===== src/rtl/hilo_muldiv_pkg.sv =====
// hilo_muldiv_pkg: op and state encodings shared by the hi/lo multiply/divide unit.
package hilo_muldiv_pkg;
  localparam int MulDivOpWidth = 2;
  typedef enum logic [MulDivOpWidth-1:0] {
    MD_MULTU = 2'b00,
    MD_MULT  = 2'b01,
    MD_DIVU  = 2'b10,
    MD_DIV   = 2'b11
  } md_op_e;
  typedef enum logic [1:0] {MD_IDLE, MD_CALC, MD_FIX, MD_DONE} md_state_e;
endpackage


===== src/rtl/hilo_muldiv_step.sv =====
// hilo_muldiv_step: one radix-2 iteration, shift-add for multiply or restoring shift-subtract for divide.
module hilo_muldiv_step #(
  parameter int W = 32
) (
  input  logic         is_div,
  input  logic [2*W:0] acc,
  input  logic [W-1:0] opnd,
  output logic [2*W:0] acc_next
);
  logic [W:0] upper, sum, rem, diff;
  logic [2*W:0] sh;
  logic ge;
  always_comb begin
    upper = acc[2*W:W];
    sum = acc[0] ? upper + {1'b0, opnd} : upper;
    sh = {acc[2*W-1:0], 1'b0};
    rem = sh[2*W:W];
    diff = rem - {1'b0, opnd};
    ge = rem >= {1'b0, opnd};
    acc_next = is_div ? (ge ? {diff, sh[W-1:0]} | (2*W+1)'(1) : sh) : {1'b0, sum, acc[W-1:1]};
  end
endmodule


===== src/rtl/hilo_muldiv_unit.sv =====
// hilo_muldiv_unit: iterative MULT/MULTU/DIV/DIVU engine writing hi/lo with a busy/done handshake.
// Define HILO_MULDIV_FAST_MUL_EN to compute multiplies with the native multiplier in a single cycle.
module hilo_muldiv_unit
  import hilo_muldiv_pkg::*;
#(
  parameter int DATA_WIDTH = 32,
  parameter int CNT_WIDTH  = $clog2(DATA_WIDTH) + 1
) (
  input  logic                     clk,
  input  logic                     rst,
  input  logic                     start,
  input  logic [MulDivOpWidth-1:0] op,
  input  logic [DATA_WIDTH-1:0]    src_a,
  input  logic [DATA_WIDTH-1:0]    src_b,
  input  logic                     cancel,
  output logic                     busy,
  output logic                     done,
  output logic [DATA_WIDTH-1:0]    hi_out,
  output logic [DATA_WIDTH-1:0]    lo_out,
  output logic                     we_hi,
  output logic                     we_lo,
  output logic                     div_by_zero
);
  localparam int W = DATA_WIDTH;
  md_state_e state, state_n;
  logic go, is_div_in, signed_in, is_div, sign_a, sign_b, dbz_q;
  logic [W-1:0] a_mag, b_mag, opnd, quot, rem, hi_n, lo_n;
  logic [2*W:0] acc, acc_step, acc_calc;
  logic [2*W-1:0] prod;
  logic [CNT_WIDTH-1:0] cnt, cnt_init;
  assign go = start && !cancel;
  assign is_div_in = op == MD_DIVU || op == MD_DIV;
  assign signed_in = op == MD_MULT || op == MD_DIV;
  assign a_mag = signed_in && src_a[W-1] ? -src_a : src_a;
  assign b_mag = signed_in && src_b[W-1] ? -src_b : src_b;
  hilo_muldiv_step #(.W(W)) u_step (
    .is_div  (is_div),
    .acc     (acc),
    .opnd    (opnd),
    .acc_next(acc_step)
  );
`ifdef HILO_MULDIV_FAST_MUL_EN
  assign cnt_init = is_div_in ? CNT_WIDTH'(W) : CNT_WIDTH'(1);
  assign acc_calc = is_div ? acc_step : {1'b0, (2*W)'(opnd) * (2*W)'(acc[W-1:0])};
`else
  assign cnt_init = CNT_WIDTH'(W);
  assign acc_calc = acc_step;
`endif
  // Divide by zero leaves {dividend magnitude, all ones} in acc, so the remainder path rebuilds src_a.
  assign prod = (sign_a ^ sign_b) ? -acc[2*W-1:0] : acc[2*W-1:0];
  assign quot = acc[W-1:0];
  assign rem = acc[2*W-1:W];
  assign hi_n = is_div ? (sign_a ? -rem : rem) : prod[2*W-1:W];
  assign lo_n = !is_div ? prod[W-1:0] : opnd == '0 ? '1 : (sign_a ^ sign_b) ? -quot : quot;
  always_ff @(posedge clk)
    if (rst) state <= MD_IDLE;
    else state <= state_n;
  always_comb begin
    state_n = state;
    busy = 1'b0;
    done = 1'b0;
    case (state)
      MD_IDLE: state_n = go ? MD_CALC : MD_IDLE;
      MD_CALC: begin
        busy = 1'b1;
        state_n = cancel ? MD_IDLE : cnt == CNT_WIDTH'(1) ? MD_FIX : MD_CALC;
      end
      MD_FIX: begin
        busy = 1'b1;
        state_n = cancel ? MD_IDLE : MD_DONE;
      end
      default: begin
        done = 1'b1;
        state_n = MD_IDLE;
      end
    endcase
  end
  assign we_hi = done;
  assign we_lo = done;
  assign div_by_zero = done && dbz_q;
  always_ff @(posedge clk) begin
    if (rst) begin
      is_div <= 1'b0;
      sign_a <= 1'b0;
      sign_b <= 1'b0;
      dbz_q <= 1'b0;
      opnd <= '0;
      acc <= '0;
      cnt <= '0;
      hi_out <= '0;
      lo_out <= '0;
    end else begin
      case (state)
        MD_IDLE: if (go) begin
          is_div <= is_div_in;
          sign_a <= signed_in && src_a[W-1];
          sign_b <= signed_in && src_b[W-1];
          opnd <= is_div_in ? b_mag : a_mag;
          acc <= {{(W+1){1'b0}}, is_div_in ? a_mag : b_mag};
          cnt <= cnt_init;
        end
        MD_CALC: if (!cancel) begin
          acc <= acc_calc;
          cnt <= cnt - CNT_WIDTH'(1);
        end
        MD_FIX: if (!cancel) begin
          hi_out <= hi_n;
          lo_out <= lo_n;
          dbz_q <= is_div && opnd == '0;
        end
        default: ;
      endcase
    end
  end
endmodule


===== config.mk =====
export PLATFORM = sky130hd
export DESIGN_NAME = hilo_muldiv_unit
export DESIGN_NICKNAME = d
export VERILOG_FILES = /design/src/rtl/hilo_muldiv_pkg.sv /design/src/rtl/hilo_muldiv_step.sv /design/src/rtl/hilo_muldiv_unit.sv
export SDC_FILE = /design/constraint.sdc
export NUM_CORES = 1
export LEC_CHECK = 0
export BUFFER_PORTS_ARGS = -buffer_cell sky130_fd_sc_hd__buf_2
export CELL_PAD_IN_SITES_DETAIL_PLACEMENT = 0
export CELL_PAD_IN_SITES_GLOBAL_PLACEMENT = 1
export CORE_MARGIN = 3
export CORE_UTILIZATION = 45
export DETAILED_ROUTE_END_ITERATION = 10
export PLACE_DENSITY_LB_ADDON = 0.1
export SLEW_MARGIN = 20
export SYNTH_ARGS = -nofsm -noshare
export SYNTH_HDL_FRONTEND = slang
export SYNTH_SLANG_ARGS = --single-unit

===== constraint.sdc =====
create_clock -name clk -period 4.3 [get_ports clk]
set_input_delay 1.29 -clock clk [delete_from_list [all_inputs] [get_ports clk]]
set_output_delay 1.29 -clock clk [all_outputs]
set_load 0.005 [all_outputs]

=== Word level (Yosys, flattened, before mapping) ===
Index checks and enable logic that the tools add are counted.

* Bits in registers: 173
* Input port bits: 70
* Output and inout port bits: 69
* Logic and storage cells: 71

* $add $sub $neg: 8
* Order comparisons: 1
* Equality and inequality tests: 8
* Muxes and demuxes: 26
* Bitwise logic cells: 2
* Reductions and logical operators: 16

{| class="wikitable"
|+ Operator list
! operator !! number
|-
| $mux 32 || 9
|-
| $mux 65 || 4
|-
| $pmux 65 s2 || 1
|-
| $neg 32->32 || 4
|-
| $mux 64 || 1
|-
| $neg 64->64 || 1
|-
| $add 33x32->33 || 1
|-
| $ge 33x32->1 || 1
|-
| $mux 33 || 1
|-
| $sub 33x32->33 || 1
|-
| $logic_not 32->1 || 1
|-
| $mux 6 || 2
|-
| $pmux 6 s2 || 1
|-
| $eq 2x2->1 const B || 3
|-
| $eq 6x1->1 const B || 1
|-
| $mux 2 || 3
|-
| $pmux 2 s3 || 1
|-
| $sub 6x1->6 const B || 1
|-
| $logic_and 1x1->1 || 5
|-
| $eq 2x1->1 const B || 2
|-
| $ne 2x2->1 const B || 2
|-
| $reduce_and 2->1 || 2
|-
| $mux 1 || 3
|-
| $reduce_and 3->1 || 1
|-
| other kinds (8) || 9
|}

=== Longest topological paths before layout ===
Gate-level depths: netlist (run 1).

* Word-level depth: 7
* Mapped depth: 15
* Depth with buffers taken out: 13

=== By module ===
Synthesis (run 1) repeated with hierarchy kept, for this count alone.

* Cells, all modules: 2093
* Area, all modules: 15310.9 µm²

{| class="wikitable"
|+ By module, submodules not included
! module !! times used !! cells an instance !! area each (µm²) !! seq. area each (µm²)
|-
| hilo_muldiv_unit || 1 || 1386 || 10460.0 || 3463.3
|-
| hilo_muldiv_step || 1 || 707 || 4850.9 || 0.0
|}

=== Worst setup path before layout (run 1) ===
OpenSTA, ideal clock, no wires.

* Path kind: input to register
* From: input port src_a[11]
* To: register acc[28]
* Setup time: 0.116 ns
* Data arrival time: 3.415 ns
* Data required time: 4.184 ns
* Slack: 0.769 ns
* Stages: 9
* Buffers on the path: 0
* Path through: or4_1 nor3_1 nor2b_1 nand3b_1 o41ai_1 xnor2_1 a221oi_1 o31ai_1 o211a_1

* Longest elaborated chain between the ends: 5

{| class="wikitable"
|+ RTL lines
! item !! RTL line !! text
|-
| from (decl) || hilo_muldiv_unit.sv:13 || <nowiki>input logic [DATA_WIDTH-1:0] src_a,</nowiki>
|-
| $neg 32->32 || hilo_muldiv_unit.sv:34 || <nowiki>assign a_mag = signed_in && src_a[W-1] ? -src_a : src_a;</nowiki>
|-
| $mux 32 || hilo_muldiv_unit.sv:34 ||
|-
| $mux 32 || hilo_muldiv_unit.sv:99 || <nowiki>acc <= {{(W+1){1'b0}}, is_div_in ? a_mag : b_mag};</nowiki>
|-
| $mux 65 || hilo_muldiv_unit.sv:94 || <nowiki>MD_IDLE: if (go) begin</nowiki>
|-
| $pmux 65 s2 || hilo_muldiv_unit.sv:93 || <nowiki>case (state)</nowiki>
|-
| to (signal assigned) || hilo_muldiv_unit.sv:99 ||
|-
| to (signal assigned) || hilo_muldiv_unit.sv:103 || <nowiki>acc <= acc_calc;</nowiki>
|-
| to (decl) || hilo_muldiv_unit.sv:28 || <nowiki>logic [2*W:0] acc, acc_step, acc_calc;</nowiki>
|}

No other way between the ends. The select of a mux whose other input is x is not followed.
A chain may end at the register's enable or synchronous reset.

=== Worst setup path after layout (run 1) ===
* From: register opnd[12]
* To: register acc[63]

* Longest elaborated chain between the ends: 5
* Elaborated cells on any way between the ends: 8
* Classes of those cells: add/sub (2); order compare (1); mux (5)

{| class="wikitable"
|+ RTL lines
! item !! RTL line !! text
|-
| from (decl) || hilo_muldiv_unit.sv:27 || <nowiki>logic [W-1:0] a_mag, b_mag, opnd, quot, rem, hi_n, lo_n;</nowiki>
|-
| from (signal assigned) || hilo_muldiv_unit.sv:98 || <nowiki>opnd <= is_div_in ? b_mag : a_mag;</nowiki>
|-
| $add 33x32->33 (tied with other cells) || hilo_muldiv_step.sv:15 || <nowiki>sum = acc[0] ? upper + {1'b0, opnd} : upper;</nowiki>
|-
| $mux 33 / $mux 65 (equally long branches) || hilo_muldiv_step.sv:15, hilo_muldiv_step.sv:20 ||
|-
| $mux 65 * || hilo_muldiv_step.sv:20 || <nowiki>acc_next = is_div ? (ge ? {diff, sh[W-1:0]} | (2*W+1)'(1) : sh) : {1'b0, sum, acc[W-1:1]};</nowiki>
|-
| $mux 65 * || hilo_muldiv_unit.sv:102 || <nowiki>MD_CALC: if (!cancel) begin</nowiki>
|-
| $pmux 65 s2 * || hilo_muldiv_unit.sv:93 ||
|}

Mark *: on every way between the ends. The rest lies on a longest branch, timed or not. The select of a mux whose other input is x is not followed.

==> reports/qor.txt, run 1 <==
=================================================================================================================
Max Root-Sink Buffers                                                                                           2
Depth of the most critical reg-to-reg path                                                                     11
Slew Viols, Final                                                                                               0
Post-layout worst setup margin                                                                          0.6890 ns
Number of hold-slack violations in the final timing report                                                      0
Sink count of the clock tree                                                                                  173
Number of antenna violations at the first check in global routing                                               2
Sum of overflow across all layers after global routing                                                          0
Final Skew                                                                                             0.01146 ns
Critical Path Start Type                                                                                     flop
Data arrival at the endpoint of the critical path                                                         3.97 ns
Per-instance average area after synthesis                                                              7.194 um^2
Remaining DRCs                                                                                                  0
Count of pins on the block boundary                                                                           139
Via count of the first global-routing pass                                                                  14500
Initial core utilization                                                                                   46.27%
Slew at the pin closest to its max-slew limit                                                           0.9626 ns
R2R setup slack                                                                                           0.69 ns
Wire length of the first global-routing pass                                                             85330 um
Critical path, cell by cell                                                                          inv_1, ha_1, o21ai_0, a2111oi_0, nand3_1, a21oi_1, nor3_1, o41ai_1, xor2_1, a21oi_1, a311oi_1
Last weighted congestion value of the routability-driven placer                                            0.9567
Switching power summed over all nets                                                                     1.605 mW
Distinct cells, synth                                                                                          80
Achievable frequency                                                                                    276.9 MHz
Minimum clock period                                                                                     3.611 ns
Worst slack, placed                                                                                     0.4678 ns
Root buffer cell                                                                                     sky130_fd_sc_hd__clkbuf_16
Total Routing Usage GR                                                                                     30.67%
Number of iterations in the first detailed-routing pass                                                         5
CORE AREA                                                                                            0.03204 mm^2
Fraction of final layout cells with drive strength greater than 1                                          13.14%
Main flop type after synthesis                                                                       sky130_fd_sc_hd__dfxtp_1
Kind of path behind the tightest hold check                                                            reg -> reg
Die outline area                                                                                     0.03516 mm^2
H-tree depth reported by CTS                                                                                    4
CTS buffer count                                                                                               17
Post-synthesis sequential area ratio                                                                       23.36%
Cell Area, Synth                                                                                     0.01483 mm^2
Cell types with the largest area share after synthesis                                               sky130_fd_sc_hd__dfxtp_1, sky130_fd_sc_hd__a21oi_1, sky130_fd_sc_hd__ha_1, sky130_fd_sc_hd__xnor2_1, sky130_fd_sc_hd__nor2_1
Clock insertion delay at the later pin of the skew report                                                 0.45 ns
Sum of net half-perimeters after detailed placement                                                      43180 um
Placement Rows                                                                                                 65
Worst setup path start                                                                                   opnd[12]
Largest driver fanout on the critical path                                                                      7
Power per cell area                                                                                  283.4 mW/mm^2
Fill cell count                                                                                              3271
Die outline width                                                                                        187.5 um
Gates resized, CTS repair                                                                                       0
Amount of wire on met3 after detailed routing                                                             2942 um
Critical setup path kind                                                                               reg -> reg
Post-CTS Setup Bufs                                                                                             0
Maximum number of pins on one net before global-route repair                                                   65
Post-DR vias/cell                                                                                           6.000
Routed wire length                                                                                       55690 um
Switching share of total power                                                                             34.07%
Area added between synthesis and finish                                                                    12.15%
Die Ht                                                                                                   187.5 um
Wirelength per Cell                                                                                      21.56 um
Total Nets Final                                                                                             2280
Arithmetic-cell share of the synthesized area counting full adders, half adders and majority gates         6.515%
Relative slew slack                                                                                        35.23%
Unrepaired setup endpoints after global routing                                                             false
Share of total power in sequential cells                                                                    36.9%
Post-synth ARST share                                                                                          0%
Gate count of the mapped netlist                                                                             2061
Quantity of I/O buffers inserted on ports                                                                     138
WP buf/inv                                                                                                      1
Req. time, crit path                                                                                      4.66 ns
EDFF count, synth                                                                                               0
Worst stage delay on the critical path                                                                    0.67 ns
Share of the synthesized area in compound gates (AO/OA/AOI/OAI)                                            27.76%
RR Startpoint                                                                                            opnd[12]
Destination of the worst register-to-register timing path                                                 acc[63]
Total negative slack for setup checks                                                                        0 ns
Share of the cycle needed by the critical path after routing                                               83.98%
Leading area contributor after synthesis                                                             sky130_fd_sc_hd__dfxtp_1
Synthesized netlist net count                                                                                2207
Leakage power                                                                                            6.923 nW
TritonCTS clock tree                                                                                        built
Outcome                                                                                              finished clean
Clock network power share                                                                                   36.9%
Multiplexer share of the synthesized area                                                                  5.030%
Combinational fraction of design power                                                                      26.2%
Met1 layer wirelength in the final routing                                                               24030 um
Synthesized-area fraction occupied by xor and xnor cells                                                   10.16%
Crit. path cell count                                                                                          11
Crit-path leading delay family                                                                       compound AO/OA/AOI/OAI gates
Critical-path cell with the highest stage delay                                                      sky130_fd_sc_hd__a2111oi_0
Internal Power                                                                                           3.107 mW
Max-cap violation count                                                                                         0
Remaining antenna violation count                                                                               0
Routed vias                                                                                                 15500
Crit end category                                                                                            flop
FF+latch count, synth                                                                                         173
Final core area utilization                                                                                51.89%
# hold bufs at CTS                                                                                              0
DRT iter0 DRCs                                                                                               1307
Met2 routed wirelength                                                                                   26540 um
Synth warn                                                                                                      0
Timing endpoint of the critical path                                                                      acc[63]
Uppermost metal layer occupied by signal nets                                                                met4
Peak VDD IR                                                                                             0.2955 mV
Number of setup violations in the final report                                                                  0
Area share of the largest cell type after synthesis                                                        23.36%
Clock input transition at the sequential cells of the worst setup and hold paths                          0.07 ns
Dominant combinational cell family by area after synthesis                                           compound AO/OA/AOI/OAI gates
Critical path's most frequent cell                                                                   sky130_fd_sc_hd__a21oi_1
Simple-gate share of the synthesized area                                                                  21.31%
=================================================================================================================
[layer usage]
layer  track usage [%]  up-vias
li1                  -     7576
met1             39.90     7350
met2             51.82      482
met3             3.851       89
met4             12.09        0
met5                 0        -
[registers in the layout (all words and copies together), names as in the netlist]
name	flops
lo_out	32
dbz_q	1
acc	65
sign_b	1
sign_a	1
state	2
hi_out	32
cnt	6
is_div	1
opnd	32
[power by group through the flow]
stage	Combinational (mW)	Clock, mW	Sequential (mW)
after floorplan	0.857	0	1.73
after global placement	1.21	0	1.77
after detailed placement	1.21	0	1.78
after CTS	1.22	1.75	1.74
after global routing	1.34	1.82	1.75
final	1.23	1.74	1.74
[logic make-up after synthesis]
family,count (synthesis)
and+or+nand+nor,677
AOI/OAI and AO/OA,664
buffers and inverters,227
DFF,173
xor gates and xnor gates,172
adders and majority gates,76
muxes,72
[layout make-up]
class / count / area (um^2) / area share, %
repair buffers: 198 / 1141 / 6.862
diodes: 2 / 5.005 / 0.03010
flip-flops and latches: 173 / 3465 / 20.84
clock buffers: 18 / 439.2 / 2.641
clock inverters: 13 / 200.2 / 1.204
inverters: 83 / 311.5 / 1.874
multi-input cells: 1661 / 10520 / 63.28
well taps: 435 / 544.3 / 3.273
[cell usage after synthesis, drive strengths merged, types with 4 or more instances]
library cell and count:
nor2 236, a21oi 235, nand2 193, dfxtp 173
o21ai 153, clkbuf 125, xnor2 105, inv 82
ha 74, xor2 67, a211oi 65, nor3 63
mux2i 52, nand3 37, a21o 35, a31oi 28
nor4 28, o211ai 25, or3 24, mux2 20
buf 19, nand4 19, o31ai 17, nand2b 14
and2 13, o21a 11, and3 9, or4 9
a22o 8, nor2b 7, o21bai 7, or2 7
a221o 6, a311oi 6, o221ai 6, o31a 6
o41ai 6, a221oi 5, a32oi 5, a2111oi 4
a22oi 4, a31o 4, and4b 4
[worst register-to-register path: cells and delay by family, from the launching register on]
kind	cells	cell delay, ns
AO/OA/AOI/OAI	6	1.91
XOR/XNOR	1	0.35
adder cells (fa/ha/maj)	1	0.42
buffers and inverters	1	0.09
flip-flops	1	0.49
AND/OR/NAND/NOR	2	0.26
[cell usage in the layout, fill, tap and decap left out, types with 9 or more instances in the layout]
cell	n
sky130_fd_sc_hd__a211oi_1	64
sky130_fd_sc_hd__a21o_1	35
sky130_fd_sc_hd__a21oi_1	233
sky130_fd_sc_hd__a31oi_1	28
sky130_fd_sc_hd__and2_1	11
sky130_fd_sc_hd__and3_1	9
sky130_fd_sc_hd__buf_2	138
sky130_fd_sc_hd__buf_4	60
sky130_fd_sc_hd__clkbuf_16	17
sky130_fd_sc_hd__dfxtp_1	172
sky130_fd_sc_hd__ha_1	74
sky130_fd_sc_hd__inv_1	82
sky130_fd_sc_hd__mux2_2	20
sky130_fd_sc_hd__mux2i_1	52
sky130_fd_sc_hd__nand2_1	193
sky130_fd_sc_hd__nand2b_1	14
sky130_fd_sc_hd__nand3_1	36
sky130_fd_sc_hd__nand4_1	17
sky130_fd_sc_hd__nor2_1	235
sky130_fd_sc_hd__nor3_1	62
sky130_fd_sc_hd__nor4_1	27
sky130_fd_sc_hd__o211ai_1	25
sky130_fd_sc_hd__o21a_1	11
sky130_fd_sc_hd__o21ai_0	151
sky130_fd_sc_hd__o31ai_1	17
sky130_fd_sc_hd__or3_1	22
sky130_fd_sc_hd__xnor2_1	105
sky130_fd_sc_hd__xor2_1	67
[worst min path at each step]
stage	start	endpoint	slack, ns	cells after the start
2_1_floorplan	acc[64]	acc[64]	0.45	2
3_3_place_gp	hi_out[29]	hi_out[29]	0.44	2
3_5_place_dp	hi_out[3]	hi_out[3]	0.44	2
4_1_cts	hi_out[3]	hi_out[3]	0.45	2
5_1_grt	hi_out[16]	hi_out[16]	0.47	2
6_report	hi_out[16]	hi_out[16]	0.45	2
[metrics by stage]
step	hold WS [ns]	area, um^2	cells	power, mW
floorplan	0.4458	14830	2061	2.583
global placement	0.4386	15980	2550	2.984
detailed placement	0.4435	15980	2550	2.987
CTS	0.4534	16620	2581	4.711
global route	0.4694	16630	2582	4.905
finish	0.4492	16630	2583	4.712
No activity file was read; power rests on OpenSTA's default activity.
==> run 2, diff against run 1 <==
Clock period 4.3 ns to 3.7 ns, I/O delays scaled along.
==> reports/qor.txt, run 2 (same netlist as run 1, synthesis figures left out) <==
===============================================================================================
Power per cell area                                                                314.9 mW/mm^2
Remaining antenna violation count                                                             0
Minimum hold slack                                                                    0.4558 ns
Launch instance of the worst min-delay path                                           hi_out[7]
Quantity of I/O buffers inserted on ports                                                   138
Max Root-Sink Buffers                                                                         2
Number of hold-slack violations in the final timing report                                    0
Maximum number of pins on one net before global-route repair                                 74
R2R setup slack                                                                         0.19 ns
Total negative slack for setup checks                                                      0 ns
Largest driver fanout on the critical path                                                    4
Initial core utilization                                                                 46.27%
Minimum clock period                                                                   3.512 ns
Number of iterations in the first detailed-routing pass                                       6
Total Nets Final                                                                           2330
Max-cap violation count                                                                       0
Leading cell types in the layout, fill and taps excluded                           sky130_fd_sc_hd__nor2_1, sky130_fd_sc_hd__a21oi_1, sky130_fd_sc_hd__nand2_1, sky130_fd_sc_hd__dfxtp_1, sky130_fd_sc_hd__o21ai_0
Via count of the first global-routing pass                                                14730
Die outline width                                                                      187.5 um
Destination of the worst register-to-register timing path                               acc[64]
Internal Power                                                                         3.445 mW
Placement Rows                                                                               65
Wirelength per Cell                                                                    21.64 um
H-tree depth reported by CTS                                                                  4
Placement Cell Area                                                                0.01639 mm^2
Critical Path Start Type                                                                   flop
Critical setup path kind                                                             reg -> reg
Share of the cycle needed by the critical path after routing                             94.93%
CORE AREA                                                                          0.03204 mm^2
Slew at the pin closest to its max-slew limit                                         0.8726 ns
Combinational fraction of design power                                                    28.4%
Fill cell count                                                                            3316
Peak VDD IR                                                                           0.3401 mV
Wire length of the first global-routing pass                                           86530 um
Worst hold endpoint                                                                   hi_out[7]
TritonCTS clock tree                                                                      built
Most common cell after layout, fill and taps aside                                 sky130_fd_sc_hd__nor2_1
Sink count of the clock tree                                                                173
Fraction of final layout cells with drive strength greater than 1                        15.07%
Sum of overflow across all layers after global routing                                        0
Total power                                                                            5.342 mW
Switching share of total power                                                           35.51%
DRT iter0 DRCs                                                                             1570
WP buf/inv                                                                                    1
Sum of net half-perimeters after detailed placement                                    44700 um
Routed wire length                                                                     56970 um
Crit end category                                                                          flop
Critical-path cell with the highest stage delay                                    sky130_fd_sc_hd__a2111oi_0
Area added between synthesis and finish                                                  14.40%
Kind of path behind the tightest hold check                                          reg -> reg
Depth of the most critical reg-to-reg path                                                   12
Met1 layer wirelength in the final routing                                             24070 um
Count of pins on the block boundary                                                         139
Die outline area                                                                   0.03516 mm^2
Remaining DRCs                                                                                0
Leakage power                                                                          7.146 nW
Last weighted congestion value of the routability-driven placer                          0.9494
Share of total power in sequential cells                                                  37.5%
Cell total after placement                                                                 2600
Clock insertion delay at the later pin of the skew report                               0.45 ns
RR Startpoint                                                                           opnd[0]
Amount of wire on met3 after detailed routing                                           3696 um
Switching power summed over all nets                                                   1.897 mW
Met2 routed wirelength                                                                 26230 um
Unrepaired setup endpoints after global routing                                           false
Routed vias                                                                               15770
Worst hold path stage count                                                                   2
Uppermost metal layer occupied by signal nets                                              met5
Worst stage delay on the critical path                                                  0.58 ns
# hold bufs at CTS                                                                            0
Relative slew slack                                                                      41.34%
Root buffer cell                                                                   sky130_fd_sc_hd__clkbuf_16
Crit-path leading delay family                                                     compound AO/OA/AOI/OAI gates
Number of setup violations in the final report                                                0
Slew Viols, Final                                                                             0
Number of standard cells in the final layout excluding fillers                             2633
Clock input transition at the sequential cells of the worst setup and hold paths        0.08 ns
Outcome                                                                            finished clean
Design Area, Final                                                                 0.01696 mm^2
Number of antenna violations at the first check in global routing                             5
Data arrival at the endpoint of the critical path                                       3.83 ns
Clock network power share                                                                 34.1%
Final Skew                                                                           0.01473 ns
Req. time, crit path                                                                    4.01 ns
Post-DR vias/cell                                                                         5.989
Critical path, cell by cell                                                        ha_1, inv_1, fa_1, a21oi_1, o22ai_1, o221ai_1, a32oi_1, a221o_1, a2111oi_0, nor3_1, mux2i_1, o21ai_0
Achievable frequency                                                                  284.7 MHz
Die Ht                                                                                 187.5 um
Register containing the most flip-flops in the final layout                                 acc
Number of flip-flops under the largest register name                                         65
Total Routing Usage GR                                                                   31.37%
CTS buffer count                                                                             17
===============================================================================================
run 2: what timing repair did:
action / in CTS / in global routing
endpoints found under the setup margin: 0 / 1
setup buffers: 0 / 0
resized for setup: 0 / 1
run 2: worst max-delay path by stage:
stage | from | endpoint | slack [ns] | cells past startpoint
after floorplan | src_a[11] | acc[28] | 0.35 | 9
after global placement | src_b[15] | acc[30] | 0.08 | 10
after detailed placement | src_b[15] | acc[30] | 0.07 | 10
after CTS | acc[32] | acc[61] | 0.27 | 13
after global routing | opnd[0] | acc[64] | 0.07 | 12
final | opnd[0] | acc[64] | 0.19 | 12
run 2: cell type report:
cell class              instances  area (um^2)  share of cell area, %
inverters                      83        311.5                  1.837
clock buffers                  20        436.7                  2.574
diodes                          2        5.005                0.02951
repair buffers                248         1541                  9.088
clock inverters                11        131.4                 0.7745
flip-flops and latches        173         3465                  20.42
multi-input cells            1661        10530                  62.06
well taps                     435        544.3                  3.209
run 2: routing by layer:
layer	track usage [%]	vias up
met1	40.79	7381
met2	51.28	585
li1	-	7676
met4	15.44	6
met5	0	-
met3	4.244	121
run 2: power groups by stage:
| stage | clock network [mW] | registers [mW] | logic (mW) |
|---|---|---|---|
| after CTS | 1.84 | 2.00 | 1.50 |
| after detailed placement | 0 | 2.04 | 1.49 |
| after global routing | 1.90 | 2.01 | 1.65 |
| final | 1.82 | 2.00 | 1.52 |
| after floorplan | 0 | 2.01 | 0.996 |
| after global placement | 0 | 2.04 | 1.49 |
run 2: per-stage QoR:
step	setup WS, ns	utilization [%]
floorplan	0.3488	-
global route	0.07448	52.94
global placement	0.07966	51.12
detailed placement	0.06672	51.14
finish	0.1877	52.94
CTS	0.2695	52.91
run 2: worst reg2reg max path: cells and delay by family (launching register included):
kind | cells | cell delay (ns)
and+or+nand+nor | 1 | 0.17
DFF | 1 | 0.41
buffers and inverters | 1 | 0.06
AOI/OAI and AO/OA | 7 | 1.97
adders and majority gates | 2 | 0.57
muxes | 1 | 0.20
==> run 3, diff against run 2 <==
Settings changed: PLACE_DENSITY set to 0.9, PLACE_DENSITY_LB_ADDON 0.1 to not set.
==> reports/qor.txt, run 3 (same netlist as run 1, synthesis figures left out) <==
===============================================================================================
Total negative slack for setup checks                                                      0 ns
Remaining DRCs                                                                                0
Minimum clock period                                                                   3.484 ns
Count of pins on the block boundary                                                         139
Initial core utilization                                                                 46.27%
Die Ht                                                                                 187.5 um
Critical Path Start Type                                                                   flop
Max Root-Sink Buffers                                                                         2
Number of hold-slack violations in the final timing report                                    0
Post-CTS Setup Bufs                                                                           0
Worst hold path stage count                                                                   2
Achievable frequency                                                                  287.0 MHz
Number of flip-flops under the largest register name                                         65
Routed vias                                                                               16020
Critical-path cell with the highest stage delay                                    sky130_fd_sc_hd__a2111oi_0
Unrepaired setup endpoints after global routing                                           false
Total Nets Final                                                                           2326
Sum of net half-perimeters after detailed placement                                    42680 um
Data arrival at the endpoint of the critical path                                       3.79 ns
Critical setup path kind                                                             reg -> reg
Sink count of the clock tree                                                                173
DRT iter0 DRCs                                                                             1510
Wire length of the first global-routing pass                                           84970 um
Most common cell after layout, fill and taps aside                                 sky130_fd_sc_hd__nor2_1
Minimum hold slack                                                                    0.4476 ns
Fill cell count                                                                            3213
Relative slew slack                                                                      42.12%
Max-cap violation count                                                                       0
Launch instance of the worst min-delay path                                          hi_out[31]
H-tree depth reported by CTS                                                                  4
Total power                                                                            5.447 mW
Quantity of I/O buffers inserted on ports                                                   138
Post-DR vias/cell                                                                         6.093
Remaining antenna violation count                                                             0
Area added between synthesis and finish                                                  14.56%
Kind of path behind the tightest hold check                                          reg -> reg
Clock insertion delay at the later pin of the skew report                               0.45 ns
# hold bufs at CTS                                                                            0
RR Startpoint                                                                           opnd[0]
Total Routing Usage GR                                                                   30.27%
Fraction of final layout cells with drive strength greater than 1                        15.05%
Sum of overflow across all layers after global routing                                        0
Via count of the first global-routing pass                                                15190
Storage element area                                                               0.003465 mm^2
Maximum number of pins on one net before global-route repair                                 80
Destination of the worst register-to-register timing path                               acc[64]
Slew at the pin closest to its max-slew limit                                         0.8682 ns
Die outline width                                                                      187.5 um
Worst stage delay on the critical path                                                  0.41 ns
Leakage power                                                                          7.163 nW
Worst hold endpoint                                                                  hi_out[31]
Root buffer cell                                                                   sky130_fd_sc_hd__clkbuf_16
Req. time, crit path                                                                    4.01 ns
Last weighted congestion value of the routability-driven placer                          0.9812
Wirelength per Cell                                                                    20.73 um
Die outline area                                                                   0.03516 mm^2
Share of the cycle needed by the critical path after routing                             94.16%
WP buf/inv                                                                                    1
Crit end category                                                                          flop
Leading cell types in the layout, fill and taps excluded                           sky130_fd_sc_hd__nor2_1, sky130_fd_sc_hd__a21oi_1, sky130_fd_sc_hd__nand2_1, sky130_fd_sc_hd__dfxtp_1, sky130_fd_sc_hd__o21ai_0
CORE AREA                                                                          0.03204 mm^2
Critical path, cell by cell                                                        ha_1, inv_1, fa_1, a21oi_1, o22ai_1, o221ai_1, a32oi_1, a221o_1, a2111oi_0, nor3_1, mux2i_1, o21ai_0
Multi-input combinational cell area                                                0.01052 mm^2
Largest driver fanout on the critical path                                                    4
Number of setup violations in the final report                                                0
Outcome                                                                            finished clean
Final Skew                                                                           0.01732 ns
Number of iterations in the first detailed-routing pass                                       6
CTS buffer count                                                                             17
Gates resized, CTS repair                                                                     0
Number of antenna violations at the first check in global routing                             1
Worst setup path start                                                                  opnd[0]
Slew Viols, Final                                                                             0
Register containing the most flip-flops in the final layout                                 acc
TritonCTS clock tree                                                                      built
Depth of the most critical reg-to-reg path                                                   12
Crit-path leading delay family                                                     compound AO/OA/AOI/OAI gates
Clock input transition at the sequential cells of the worst setup and hold paths        0.08 ns
R2R setup slack                                                                         0.22 ns
Power per cell area                                                                320.7 mW/mm^2
Placement Rows                                                                               65
Peak VDD IR                                                                           0.3588 mV
Routed wire length                                                                     54500 um
===============================================================================================
==> run 3: changes by cell type in the layout (fill, tap and decap cells not counted) <==
| cell | change |
|---|---|
| sky130_fd_sc_hd__bufinv_16 | +1 |
| sky130_fd_sc_hd__nor2_2 | -1 |
| sky130_fd_sc_hd__inv_8 | +1 |
| sky130_fd_sc_hd__clkbuf_1 | -3 |
| sky130_fd_sc_hd__nor2_4 | +1 |
| sky130_fd_sc_hd__buf_4 | -4 |
| sky130_fd_sc_hd__diode_2 | -1 |
| sky130_fd_sc_hd__a21oi_4 | -1 |
| sky130_fd_sc_hd__a21oi_1 | +1 |
| sky130_fd_sc_hd__clkbuf_8 | +1 |
| sky130_fd_sc_hd__clkinv_8 | +1 |
| sky130_fd_sc_hd__inv_6 | +1 |
| sky130_fd_sc_hd__clkinvlp_4 | -1 |
==> run 3: worst max-delay path by stage <==
stage / to / slack (ns) / cells after the start
3_3_place_gp: acc[30] / 0.11 / 10
2_1_floorplan: acc[28] / 0.35 / 9
5_1_grt: acc[56] / 0.04 / 14
6_report: acc[64] / 0.22 / 12
4_1_cts: hi_out[31] / 0.24 / 8
3_5_place_dp: acc[29] / 0.06 / 10
==> run 3: cell type report <==
class                      instances  share of cell area, %
tap                              435                  3.204
clock inverter                    14                  1.120
antenna                            1                0.01473
clock buffer                      18                  2.586
multi-input combinational       1661                  61.94
sequential                       173                  20.40
inverter                          83                  1.834
timing repair buffer             244                  8.899
==> run 3: where the power goes <==
group          total, mW  internal [mW]  switching (mW)
sequential          2.01           1.92          0.0900
clock               1.95           1.05           0.895
combinational       1.49          0.572           0.920
total               5.45           3.54            1.90
==> run 3: worst register-to-register path: stages (launching register included) <==
cell                        delay (ns)
sky130_fd_sc_hd__dfxtp_1          0.39
sky130_fd_sc_hd__ha_1             0.21
sky130_fd_sc_hd__inv_1            0.07
sky130_fd_sc_hd__fa_1             0.39
sky130_fd_sc_hd__a21oi_1          0.28
sky130_fd_sc_hd__o22ai_1          0.23
sky130_fd_sc_hd__o221ai_1         0.26
sky130_fd_sc_hd__a32oi_1          0.17
sky130_fd_sc_hd__a221o_1          0.37
sky130_fd_sc_hd__a2111oi_0        0.41
sky130_fd_sc_hd__nor3_1           0.13
sky130_fd_sc_hd__mux2i_1          0.29
sky130_fd_sc_hd__o21ai_0          0.12
==> run 3: layer usage <==
| metal | GRT usage [%] | routed length (um) | vias to the layer above |
|---|---|---|---|
| met2 | 47.91 | 24290 | 751 |
| met4 | 17.14 | 3431 | 0 |
| met1 | 39.95 | 22850 | 7459 |
| li1 | - | - | 7655 |
| met3 | 3.776 | 3918 | 153 |
| met5 | 0 | 0 | - |
==> run 3: stage by stage <==
stage / utilization [%] / setup WS, ns / std cells / instance area [um^2]
after CTS: 52.98 / 0.2443 / 2628 / 16980
after global placement: 51.02 / 0.1148 / 2596 / 16350
final: 53.01 / 0.2161 / 2629 / 16990
after global routing: 53.01 / 0.04314 / 2629 / 16990
after detailed placement: 51.02 / 0.06183 / 2596 / 16350
after floorplan: - / 0.3488 / 2061 / 14830
